==> src/rtl/serial_subtractor6_pkg.sv <==
// Shared definitions for the bit-serial subtractor slice.
//   state_e : FSM state encoding (idle, shifting, result held)
//   Width   : default operand width
package serial_subtractor6_pkg;

  localparam int unsigned Width = 6;

  typedef enum logic [1:0] {
    StIdle  = 2'd0,
    StShift = 2'd1,
    StDone  = 2'd2
  } state_e;

endpackage

==> src/rtl/serial_subtractor6_if.sv <==
// Producer/consumer handshake bundle for serial_subtractor6.
//   in_valid/in_ready/a/b    : operand handshake (producer -> block)
//   out_valid/out_ready/diff : result handshake (block -> consumer)
//   busy                     : block is shifting or holding a result
// The block connects through the slave modport, the environment through master.
interface serial_subtractor6_if
  import serial_subtractor6_pkg::*;
#(
  parameter int unsigned WIDTH = Width
);

  logic             in_valid;
  logic             in_ready;
  logic [WIDTH-1:0] a;
  logic [WIDTH-1:0] b;
  logic             out_valid;
  logic             out_ready;
  logic [WIDTH:0]   diff;
  logic             busy;

  modport master (
    output in_valid, a, b, out_ready,
    input  in_ready, out_valid, diff, busy
  );

  modport slave (
    input  in_valid, a, b, out_ready,
    output in_ready, out_valid, diff, busy
  );

endinterface

==> src/rtl/serial_subtractor6_full_subtractor.sv <==
// One-bit full subtractor cell, the borrow-chain counterpart of the full_adder cell.
//   a, b  : minuend and subtrahend bits
//   b_in  : borrow in from the less significant bit
//   diff  : difference bit
//   b_out : borrow out to the next bit
module full_subtractor (
  input  logic a,
  input  logic b,
  input  logic b_in,
  output logic diff,
  output logic b_out
);

  assign diff  = a ^ b ^ b_in;
  assign b_out = (~a & b) | (~(a ^ b) & b_in);

endmodule

==> src/rtl/serial_subtractor6.sv <==
// Bit-serial subtractor: computes a - b one bit per clock, LSB first, through a
// single full_subtractor cell. Result is {borrow_out, difference}, i.e. the
// (WIDTH+1)-bit two's-complement value of a - b.
//   clk   : rising-edge clock
//   rst_n : asynchronous active-low reset, aborts any operation in flight
//   bus   : operand/result handshakes plus busy (slave side)
module serial_subtractor6
  import serial_subtractor6_pkg::*;
#(
  parameter int unsigned WIDTH = Width
) (
  input logic                 clk,
  input logic                 rst_n,
  serial_subtractor6_if.slave bus
);

  localparam int unsigned   CntW    = $clog2(WIDTH);
  localparam logic [CntW-1:0] CntLast = CntW'(WIDTH - 1);

  state_e            state_q, state_d;
  logic [WIDTH-1:0]  a_sh_q, a_sh_d;
  logic [WIDTH-1:0]  b_sh_q, b_sh_d;
  logic              borrow_q, borrow_d;
  logic [CntW-1:0]   cnt_q, cnt_d;
  // Holds the low WIDTH-1 difference bits; the last bit and borrow go straight to diff.
  logic [WIDTH-2:0]  res_q, res_d;
  logic [WIDTH:0]    diff_q, diff_d;

  logic cell_diff;
  logic cell_bout;

  full_subtractor u_cell (
    .a     (a_sh_q[0]),
    .b     (b_sh_q[0]),
    .b_in  (borrow_q),
    .diff  (cell_diff),
    .b_out (cell_bout)
  );

  always_comb begin
    state_d  = state_q;
    a_sh_d   = a_sh_q;
    b_sh_d   = b_sh_q;
    borrow_d = borrow_q;
    cnt_d    = cnt_q;
    res_d    = res_q;
    diff_d   = diff_q;
    unique case (state_q)
      StIdle: begin
        if (bus.in_valid) begin
          a_sh_d   = bus.a;
          b_sh_d   = bus.b;
          borrow_d = 1'b0;
          cnt_d    = '0;
          state_d  = StShift;
        end
      end
      StShift: begin
        a_sh_d   = a_sh_q >> 1;
        b_sh_d   = b_sh_q >> 1;
        borrow_d = cell_bout;
        res_d    = {cell_diff, res_q[WIDTH-2:1]};
        if (cnt_q == CntLast) begin
          // After WIDTH-1 shifts bit i of the result sits at res_q[i].
          diff_d  = {cell_bout, cell_diff, res_q};
          state_d = StDone;
        end else begin
          cnt_d = cnt_q + CntW'(1);
        end
      end
      StDone: begin
        if (bus.out_ready) state_d = StIdle;
      end
      default: state_d = StIdle;
    endcase
  end

  always_ff @(posedge clk or negedge rst_n) begin
    if (!rst_n) begin
      state_q  <= StIdle;
      a_sh_q   <= '0;
      b_sh_q   <= '0;
      borrow_q <= 1'b0;
      cnt_q    <= '0;
      res_q    <= '0;
      diff_q   <= '0;
    end else begin
      state_q  <= state_d;
      a_sh_q   <= a_sh_d;
      b_sh_q   <= b_sh_d;
      borrow_q <= borrow_d;
      cnt_q    <= cnt_d;
      res_q    <= res_d;
      diff_q   <= diff_d;
    end
  end

  assign bus.in_ready  = (state_q == StIdle);
  assign bus.out_valid = (state_q == StDone);
  assign bus.busy      = (state_q == StShift) || (state_q == StDone);
  assign bus.diff      = diff_q;

endmodule

==> src/flat_wrapper.sv <==
// flat-port wrapper written by rule: the top's interface ports become plain ports
module serial_subtractor6_flat import serial_subtractor6_pkg::*;
#(
  parameter int unsigned WIDTH = Width
)
  (clk, rst_n, bus_in_valid, bus_a, bus_b, bus_out_ready, bus_in_ready, bus_out_valid, bus_diff, bus_busy);
  serial_subtractor6_if #(.WIDTH(WIDTH)) bus_i ();
  input logic clk;
  input logic rst_n;
  input wire logic [$bits(bus_i.in_valid)-1:0] bus_in_valid;
  input wire logic [$bits(bus_i.a)-1:0] bus_a;
  input wire logic [$bits(bus_i.b)-1:0] bus_b;
  input wire logic [$bits(bus_i.out_ready)-1:0] bus_out_ready;
  output wire logic [$bits(bus_i.in_ready)-1:0] bus_in_ready;
  output wire logic [$bits(bus_i.out_valid)-1:0] bus_out_valid;
  output wire logic [$bits(bus_i.diff)-1:0] bus_diff;
  output wire logic [$bits(bus_i.busy)-1:0] bus_busy;
  assign bus_i.in_valid = bus_in_valid;
  assign bus_i.a = bus_a;
  assign bus_i.b = bus_b;
  assign bus_i.out_ready = bus_out_ready;
  assign bus_in_ready = bus_i.in_ready;
  assign bus_out_valid = bus_i.out_valid;
  assign bus_diff = bus_i.diff;
  assign bus_busy = bus_i.busy;
  serial_subtractor6 #(.WIDTH(WIDTH)) u_core (.clk(clk), .rst_n(rst_n), .bus(bus_i));
endmodule
==> config.mk <==
export PLATFORM = sky130hd
export DESIGN_NAME = serial_subtractor6_flat
export DESIGN_NICKNAME = d
export VERILOG_FILES = /design/src/rtl/serial_subtractor6_pkg.sv /design/src/rtl/serial_subtractor6_if.sv /design/src/rtl/serial_subtractor6_full_subtractor.sv /design/src/rtl/serial_subtractor6.sv /design/src/flat_wrapper.sv
export SDC_FILE = /design/constraint.sdc
export NUM_CORES = 1
export LEC_CHECK = 0
export ABC_AREA = 1
export ABC_CLOCK_PERIOD_IN_PS = 1400
export CAP_MARGIN = 20
export CORE_ASPECT_RATIO = 1.5
export CORE_MARGIN = 2
export CORE_UTILIZATION = 40
export CTS_CLUSTER_DIAMETER = 150
export DETAILED_ROUTE_END_ITERATION = 7
export PLACE_DENSITY = 0.62
export SYNTH_ARGS = -nofsm -noshare
export SYNTH_HDL_FRONTEND = slang
export SYNTH_SLANG_ARGS = --single-unit
==> constraint.sdc <==
create_clock -name clk -period 1.4 [get_ports clk]
set_input_delay 0.42 -clock clk [delete_from_list [all_inputs] [get_ports clk]]
set_output_delay 0.42 -clock clk [all_outputs]
set_load 0.1 [all_outputs]
==> reports/results.ini, run 1 <==
[placed_design]
gp_congestion=0.754
postPlaceCellArea_um2=1980
dp_slack_ps=-206
place_inst=242
portBuffers=25
dp_hpwl_mm=2.09

[layout]
drive_gt1_share_pct=33.3
nFillCells=279
stdcell_area_um2=2370
fin_cells=259
finalNetCount=238
antenna_cells=0
area_growth_pct=57.2

[global_route]
antenna_found_initial=0
grt_pass1_vias=1226
grt_first_pass_wirelength_mm=5.06
grt_max_degree=31
grt.total_usage_pct=15.9
grt.overflow.total=0

[timing]
hold_viol_final=0
clock_skew_ps=9.16
rsz0062_at_grt=yes
final.period_utilization_pct=117
finalSetupViolations=19
finalCriticalPeriod_ps=1640
worst_pin_slew_ps=215
worst_slack_ps=-238
holdWs_ps=476
maxSlewHeadroom_pct=85.7
slew_violations=0
fmax_mhz=610

[die]
fp.dieH_um=79.3
die-area_um2=4290
die_w_um=54.2
num_io_pins=26
rows=27
initial_core_util_pct=41.4
fp.coreArea_um2=3650

[yosys]
synth-seq-cells=30
synthesis.nets=192
avgSynthCellArea_um2=8.94
synth_area_um2=1510
synth_seq_area_share_pct=49.7
yosysWarnings=0
synthCells=169
ys_types=23

[pwr]
p_per_area_nw_per_um2=2340
leakage_nw=1.14
peakVddDrop_v=0.00216
total_power_mw=5.56

[clock_tree]
cts-root-buf=clkbuf_8
cts_tree=yes
cts_buffers=5
cts.sinks=30
clkLatencyLatePin_ps=290
cts.clk_slew.worst_paths_ps=70
htree_levels=2
cts_buffer_depth=2

[worst_setup_path]
worstSetupEndpoint=bus_busy
crit_path_end_kind=output port
r2r_slack_ps=-110
crit_fanout=2
r2r_cells=10
arrival_ps=1220
rr_startpoint=u_core.state_q[0]
worstSetupPathType=reg2out
max_stage_delay_ps=360
r2r_end=u_core.b_sh_q[4]
crit_start=u_core.state_q[0]
critPathSlowestCell=dfrtp_1
path_cells=buf_6 > inv_6 > ha_4 > buf_12
startpoint_type=flip-flop
required_ps=980

[status]
violations=setup timing
status=finished, violations left

[route]
drt-wirelength-per-cell_um=12.8
drtIter0Drc=11
first_pass_iters=2
ant_nets=0
wl_mm=3.31
via_per_inst=4.81
vias=1246
drc=0

[min_path]
hold_path.class=reg2reg

[flow_run]
drv_cap=0

## what timing repair did
| action | CTS | global route |
|---|---|---|
| gates cloned | 0 | 2 |
| buffers inserted | 3 | 5 |
| hold buffers | 0 | 0 |
| setup endpoints to repair | 6 | 20 |
| gates resized for setup | 10 | 32 |
| pin swaps | 2 | 13 |
## worst max-delay path: cells and delay by family, from the launching register on
family,cells,cell delay (ps)
flip-flops,1,360
buffers and inverters,3,320
adder cells (fa/ha/maj),1,260
## cells by family (layout without fill, tap and decap cells)
family	after synthesis	count (layout)	synth area share, %
buffers and inverters	25	71	9.28
adder cells (fa/ha/maj)	7	7	6.30
flip-flops	30	30	49.7
AO/OA/AOI/OAI	23	23	10.6
AND/OR/NAND/NOR	84	85	24.1
## cell type report
| cell class | count | area, um2 | share of cell area [%] |
|---|---|---|---|
| multi-input cells | 115 | 767 | 32.3 |
| flip-flops and latches | 30 | 751 | 31.6 |
| repair buffers | 44 | 578 | 24.4 |
| clock buffers | 6 | 82.6 | 3.48 |
| inverters | 19 | 81.3 | 3.43 |
| clock inverters | 2 | 60.1 | 2.53 |
| well taps | 43 | 53.8 | 2.27 |
## cell usage in the layout (no fill, tap or decap), types with 3 or more instances in the layout
cell,count
nand2_1,53
dfrtp_1,30
inv_1,15
clkdlybuf4s50_1,15
buf_12,13
o211ai_1,9
o21ai_2,8
buf_6,8
nand2_4,7
buf_4,7
or2_1,6
clkbuf_8,6
o21ai_0,5
nand2_2,5
nor2_1,3
nand3_2,3
ha_4,3
ha_1,3
## Yosys cell counts, drive strengths merged
master  number  area (um2)
nand2       65         254
o21ai       14        92.6
nand4        2        12.5
or2          8        50.1
o211ai       9        67.6
ha           6        75.1
fa           1        20.0
dfrtp       30         751
clkbuf       1        3.75
nand3        5        30.0
inv         19        71.3
nor2         4        17.5
buf          5        65.1
## per-stage QoR
stage	util, %	setup TNS, ps
floorplan	-	-196
global placement	54.4	-1650
detailed placement	54.4	-1950
CTS	60.2	-723
global route	65.1	-2720
finish	65.1	-1480
## flip-flops by register name, indices dropped and copies added, names as in the netlist
register         flops
u_core.bus.diff      7
u_core.a_sh_q        6
u_core.b_sh_q        6
u_core.res_q         5
u_core.cnt_q         3
u_core.state_q       2
u_core.borrow_q      1
## metal layers
metal	part of all wire, %	global-route usage (%)	up-vias
met2	56	27.6	23
li1	-	-	623
met5	0	0	-
met3	3.8	4.14	6
met1	39	17.9	594
met4	1.6	5.75	0
## power breakdown
part	switching (mW)	internal [mW]	leakage [nW]	total [mW]
registers	0.182	1.18	0.394	1.36
logic	1.77	1.35	0.675	3.12
clock network	0.329	0.759	0.0714	1.09
total	2.28	3.29	1.14	5.56
## worst min path at each step
stage                        to        startpoint  cells after the start
4_1_cts        u_core.a_sh_q[1]  u_core.a_sh_q[1]                      2
5_1_grt         u_core.res_q[3]   u_core.res_q[4]                      2
3_3_place_gp   u_core.a_sh_q[1]  u_core.a_sh_q[1]                      2
3_5_place_dp   u_core.a_sh_q[1]  u_core.a_sh_q[1]                      2
6_report       u_core.a_sh_q[1]  u_core.a_sh_q[1]                      2
2_1_floorplan  u_core.a_sh_q[0]             rst_n                      0
Note: power is estimated with default switching activity, not from simulation.
==> inputs of run 2 (changes only) <==
--- a/config.mk
+++ b/config.mk
@@ -7,7 +7,6 @@
 export LEC_CHECK = 0
 export ABC_AREA = 1
 export ABC_CLOCK_PERIOD_IN_PS = 1400
-export CAP_MARGIN = 20
 export CORE_ASPECT_RATIO = 1.5
 export CORE_MARGIN = 2
 export CORE_UTILIZATION = 40
==> results of run 2 <==
The final DEF is identical to that of run 1; final timing and power are the same.
